--- config.mk ---
export PLATFORM = sky130hd
export DESIGN_NAME = seq_divider8
export DESIGN_NICKNAME = d
export VERILOG_FILES = /design/src/rtl/seq_divider8.sv
export SDC_FILE = /design/constraint.sdc
export NUM_CORES = 1
export LEC_CHECK = 0
export BUFFER_PORTS_ARGS = -buffer_cell sky130_fd_sc_hd__buf_2
export CAP_MARGIN = 10
export CORE_UTILIZATION = 62
export CTS_CLUSTER_SIZE = 25
export DETAILED_ROUTE_END_ITERATION = 10
export GPL_TIMING_DRIVEN = 1
export PLACE_DENSITY = 0.85
export REMOVE_ABC_BUFFERS = 1
export SLEW_MARGIN = 20
export SYNTH_ARGS = -nofsm -noshare
export SYNTH_HDL_FRONTEND = slang
export SYNTH_SLANG_ARGS = --single-unit
--- constraint.sdc ---
create_clock -name clk -period 3.7 [get_ports clk]
set_input_delay 0.185 -clock clk [delete_from_list [all_inputs] [get_ports clk]]
set_output_delay 0.185 -clock clk [all_outputs]
set_load 0.05 [all_outputs]
--- src/rtl/seq_divider8.sv ---
// Multi-cycle unsigned restoring divider, one quotient bit per clock; WIDTH+1 cycles from accept to done.
// start is honoured only in IDLE; busy covers RUN and DONE, and done pulses for one cycle with the registered results.
module seq_divider8 #(
  parameter int WIDTH = 8
) (
  input  logic             clk,
  input  logic             rst_n,
  input  logic             start,
  input  logic [WIDTH-1:0] dividend,
  input  logic [WIDTH-1:0] divisor,
  output logic             busy,
  output logic             done,
  output logic [WIDTH-1:0] quotient,
  output logic [WIDTH-1:0] remainder,
  output logic             div_by_zero
);

  localparam int CW = $clog2(WIDTH + 1);

  typedef enum logic [1:0] {IDLE, RUN, DONE} state_t;

  state_t           state_q, state_d;
  logic [WIDTH:0]   a_q, a_d;
  logic [WIDTH-1:0] q_q, q_d;
  logic [WIDTH-1:0] m_q, m_d;
  logic [CW-1:0]    cnt_q, cnt_d;
  logic [WIDTH-1:0] quot_q, quot_d;
  logic [WIDTH-1:0] rem_q, rem_d;
  logic             dbz_q, dbz_d;

  logic [WIDTH:0]   a_shift;
  logic [WIDTH:0]   trial;

  always_ff @(posedge clk or negedge rst_n) begin
    if (!rst_n) state_q <= IDLE;
    else        state_q <= state_d;
  end

  always_comb begin
    state_d = state_q;
    case (state_q)
      IDLE: if (start) state_d = (divisor == '0) ? DONE : RUN;
      RUN:  if (cnt_q == CW'(1)) state_d = DONE;
      DONE: state_d = IDLE;
      default: state_d = IDLE;
    endcase
  end

  always_comb begin
    busy = (state_q == RUN) || (state_q == DONE);
    done = (state_q == DONE);
  end

  // One restoring step: shift {A,Q}, trial-subtract M, keep the difference only if it is non-negative.
  assign a_shift = {a_q[WIDTH-1:0], q_q[WIDTH-1]};
  assign trial   = a_shift - {1'b0, m_q};

  always_comb begin
    a_d    = a_q;
    q_d    = q_q;
    m_d    = m_q;
    cnt_d  = cnt_q;
    quot_d = quot_q;
    rem_d  = rem_q;
    dbz_d  = dbz_q;
    if (state_q == IDLE && start) begin
      if (divisor != '0) begin
        a_d   = '0;
        q_d   = dividend;
        m_d   = divisor;
        cnt_d = CW'(WIDTH);
      end else begin
        quot_d = '1;
        rem_d  = dividend;
        dbz_d  = 1'b1;
      end
    end else if (state_q == RUN) begin
      if (trial[WIDTH]) begin
        a_d = a_shift;
        q_d = {q_q[WIDTH-2:0], 1'b0};
      end else begin
        a_d = trial;
        q_d = {q_q[WIDTH-2:0], 1'b1};
      end
      cnt_d = cnt_q - CW'(1);
      if (cnt_q == CW'(1)) begin
        quot_d = q_d;
        rem_d  = a_d[WIDTH-1:0];
        dbz_d  = 1'b0;
      end
    end
  end

  always_ff @(posedge clk or negedge rst_n) begin
    if (!rst_n) begin
      a_q    <= '0;
      q_q    <= '0;
      m_q    <= '0;
      cnt_q  <= '0;
      quot_q <= '0;
      rem_q  <= '0;
      dbz_q  <= 1'b0;
    end else begin
      a_q    <= a_d;
      q_q    <= q_d;
      m_q    <= m_d;
      cnt_q  <= cnt_d;
      quot_q <= quot_d;
      rem_q  <= rem_d;
      dbz_q  <= dbz_d;
    end
  end

  assign quotient    = quot_q;
  assign remainder   = rem_q;
  assign div_by_zero = dbz_q;

endmodule

==> run_summary.xml <==
<?xml version="1.0" encoding="UTF-8"?>
<metrics>
  <group name="cts">
    <metric name="ctsResizeCount" unit="">0</metric>
    <metric name="cts.reportedPaths.clkPinSlew" unit="ns">0.09</metric>
    <metric name="clockBufferDepth" unit="">2</metric>
    <metric name="clock_sinks" unit="">47</metric>
    <metric name="clock_tree_from_tritoncts" unit="">done</metric>
    <metric name="clock_latency" unit="ns">0.30</metric>
    <metric name="clock_tree.root_cell" unit="">clkbuf_8</metric>
    <metric name="h_tree_depth_reported_by_cts" unit="">2</metric>
    <metric name="number_of_buffers_inserted_during_clock_tree_synthesis" unit="">5</metric>
  </group>
  <group name="outcome">
    <metric name="run_status" unit="">finished clean</metric>
  </group>
  <group name="finish">
    <metric name="layout.cells.most_common_list" unit="">nand2_1 (57), dfrtp_1 (47), nor2_1 (37)</metric>
    <metric name="layout-area-overhead-vs-synth" unit="%">11.6</metric>
    <metric name="layout.nets" unit="">383</metric>
    <metric name="layout.cells.most_common" unit="">nand2_1</metric>
    <metric name="inserted_diodes" unit="">0</metric>
    <metric name="final_util" unit="%">74.2</metric>
    <metric name="drive_gt1_share" unit="%">16.3</metric>
  </group>
  <group name="min_path">
    <metric name="min_path_type" unit="">input pin to register</metric>
  </group>
  <group name="critical_path">
    <metric name="path_class" unit="">register to register</metric>
    <metric name="worst_ep_arrival_time" unit="ns">2.98</metric>
    <metric name="critPathBufInv" unit="">2</metric>
    <metric name="critical_path.max_stage_delay" unit="ns">0.44</metric>
    <metric name="critPathCaptureType" unit="">register</metric>
    <metric name="worst_path_dominant_cell_family" unit="">multiplexers</metric>
    <metric name="worst-path-max-fanout" unit="">11</metric>
    <metric name="worst-endpoint-required" unit="ns">3.87</metric>
    <metric name="cell_with_the_biggest_individual_delay_on_the_critical_path" unit="">mux2i_2</metric>
    <metric name="start_kind" unit="">register</metric>
    <metric name="crit_path_frequent_cell" unit="">inv_1</metric>
    <metric name="crit_chain" unit="">inv_1, ha_1, inv_1, fa_1, a211oi_2, nor3_4, mux2i_2, nand2_2, mux2i_1, o21ai_0</metric>
  </group>
  <group name="timing">
    <metric name="worst_max_slew_margin_expressed_relative_to_the_limit" unit="%">59.2</metric>
    <metric name="period_minus_slack" unit="ns">2.81</metric>
    <metric name="rsz0062_at_grt" unit="">false</metric>
    <metric name="finalCritPeriodShare" unit="%">75.9</metric>
    <metric name="hold_viol_final" unit="">0</metric>
    <metric name="fmaxAchievable" unit="GHz">0.356</metric>
    <metric name="final-max-slew-violation-count" unit="">0</metric>
    <metric name="skew" unit="ns">0.00714</metric>
    <metric name="max_slew.worst_pin.slew" unit="ns">0.612</metric>
    <metric name="setup_violations" unit="">0</metric>
    <metric name="totalNegativeSetupSlack" unit="ns">0</metric>
  </group>
  <group name="floorplan">
    <metric name="design.core.area" unit="sq um">4140</metric>
    <metric name="die_span_x" unit="um">68.6</metric>
    <metric name="pin_count" unit="">38</metric>
    <metric name="die_area" unit="sq um">4710</metric>
    <metric name="fp-row-count" unit="">23</metric>
    <metric name="initial_utilization" unit="%">66.5</metric>
    <metric name="chipHeight" unit="um">68.6</metric>
  </group>
  <group name="route">
    <metric name="vias" unit="">2455</metric>
    <metric name="drtIter0Drc" unit="">175</metric>
    <metric name="detail_route.first_pass.iterations" unit="">5</metric>
    <metric name="via_per_inst" unit="">6.14</metric>
    <metric name="drc" unit="">0</metric>
    <metric name="wire_per_inst" unit="um">16.0</metric>
    <metric name="route.antenna.remaining_nets" unit="">0</metric>
    <metric name="routed_wirelength" unit="mm">6.39</metric>
  </group>
  <group name="global_routing">
    <metric name="globalRoute.totalOverflow" unit="">0</metric>
    <metric name="grt_antenna_before_repair" unit="">0</metric>
    <metric name="wire_length_of_the_first_global_routing_pass" unit="mm">10.2</metric>
    <metric name="grt_start_max_net_pins" unit="">48</metric>
    <metric name="global_route.usage.total" unit="%">29.8</metric>
    <metric name="vias_in_the_first_global_route" unit="">2182</metric>
  </group>
  <group name="placement">
    <metric name="place.detailed.hpwl" unit="mm">4.56</metric>
    <metric name="finalWeightedCongestion" unit="">0.936</metric>
    <metric name="port_buffers" unit="">37</metric>
  </group>
  <group name="yosys">
    <metric name="ys_async_rst_share" unit="%">100</metric>
    <metric name="yosys_warnings" unit="">0</metric>
    <metric name="ys.flop_type" unit="">dfrtp_1</metric>
    <metric name="synth_sequential_area_ratio" unit="%">42.7</metric>
    <metric name="syn-instance-count" unit="">316</metric>
    <metric name="ys_ff_latch" unit="">47</metric>
    <metric name="synthDistinctLibCells" unit="">52</metric>
    <metric name="mappedNetlistArea" unit="sq um">2750</metric>
    <metric name="synth_edf_count" unit="">0</metric>
    <metric name="post_syn_area_per_cell" unit="sq um">8.71</metric>
  </group>
  <group name="job">
    <metric name="max_cap_violations" unit="">0</metric>
  </group>
</metrics>
## per-stage QoR
stage | worst slack, ns | area [sq um] | std cells | hold slack, ns
6_report | 0.891 | 3070 | 400 | 0.0860
5_1_grt | 0.716 | 3070 | 400 | 0.107
4_1_cts | 0.928 | 3060 | 399 | 0.0845
3_5_place_dp | 0.927 | 2950 | 392 | 0.394
3_3_place_gp | 1.04 | 2950 | 392 | 0.391
2_1_floorplan | 1.15 | 2680 | 302 | -0.111
## cells by family after synthesis
family	count (synthesis)	synth area share (%)
xor+xnor	6	1.91
simple gates	130	21.4
flops	47	42.7
mux	11	4.18
compound gates	77	18.4
buf+inv	31	4.86
fa+ha+maj	14	6.63
## cells in the mapped netlist, types with 4 or more instances
master | number | share of area (%)
nand4_1 | 7 | 1.6
nand2_1 | 57 | 7.8
ha_1 | 13 | 5.9
a21oi_1 | 18 | 3.3
o2111ai_1 | 5 | 1.6
o21ai_1 | 6 | 1.1
a31oi_1 | 9 | 2.0
mux2i_1 | 9 | 3.3
o21ai_0 | 15 | 2.7
xnor2_1 | 4 | 1.3
a22oi_1 | 4 | 1.1
dfrtp_1 | 47 | 43
nor2_1 | 37 | 5.0
clkbuf_1 | 12 | 1.6
nand3_1 | 7 | 1.3
inv_1 | 17 | 2.3
nor4_1 | 5 | 1.1
## layout make-up
type                            count  area, sq um
Timing Repair Buffer               41          220
Clock inverter                      2         37.5
Fill cell                         332         1070
Sequential cell                    47         1180
Inverter                           17         63.8
Multi-Input combinational cell    238         1440
Clock buffer                        5         68.8
Tap cell                           50         62.6
## what timing repair did
item                                   4_1_cts  5_1_grt
buffers inserted                             0        0
endpoints found under the hold margin        0       47
hold buffers                                 0        1
## worst paths after layout
path                       startpoint      endpoint  slack, ns  depth (start not counted)
setup / recovery               q_q[7]        a_q[5]       0.89                         10
hold / removal             divisor[1]        m_q[1]       0.09                          3
setup reg to reg               q_q[7]        a_q[5]       0.89                         10
hold reg to reg                m_q[1]        m_q[1]       0.48                          2
max in group asynchronous       rst_n        m_q[0]       2.87                          2
min in group asynchronous       rst_n  remainder[4]       0.42                          2
## sequential cells by signal (all words and copies together), names as in the netlist
register,count
a_q,8
cnt_q,4
div_by_zero,1
m_q,8
q_q,8
quotient,8
remainder,8
state_q,2
## worst reg2reg max path, stage by stage, from the launching register on
cell and delay, ns:
dfrtp_1 0.43, inv_1 0.10, ha_1 0.17, inv_1 0.06, fa_1 0.42, a211oi_2 0.30
nor3_4 0.12, mux2i_2 0.44, nand2_2 0.29, mux2i_1 0.25, o21ai_0 0.10
## metal layers
metal / vias to the layer above / GRT usage [%] / wire length, um
met3: 19 / 5.26 / 335
met5: - / 0 / 0
met2: 96 / 48.0 / 3080
met1: 1155 / 39.3 / 2810
met4: 0 / 12.5 / 162
li1: 1185 / - / -
Power is left out: the tool's default activity adds up to more than one toggle a clock period on the data nets, which glitch-free logic cannot reach.
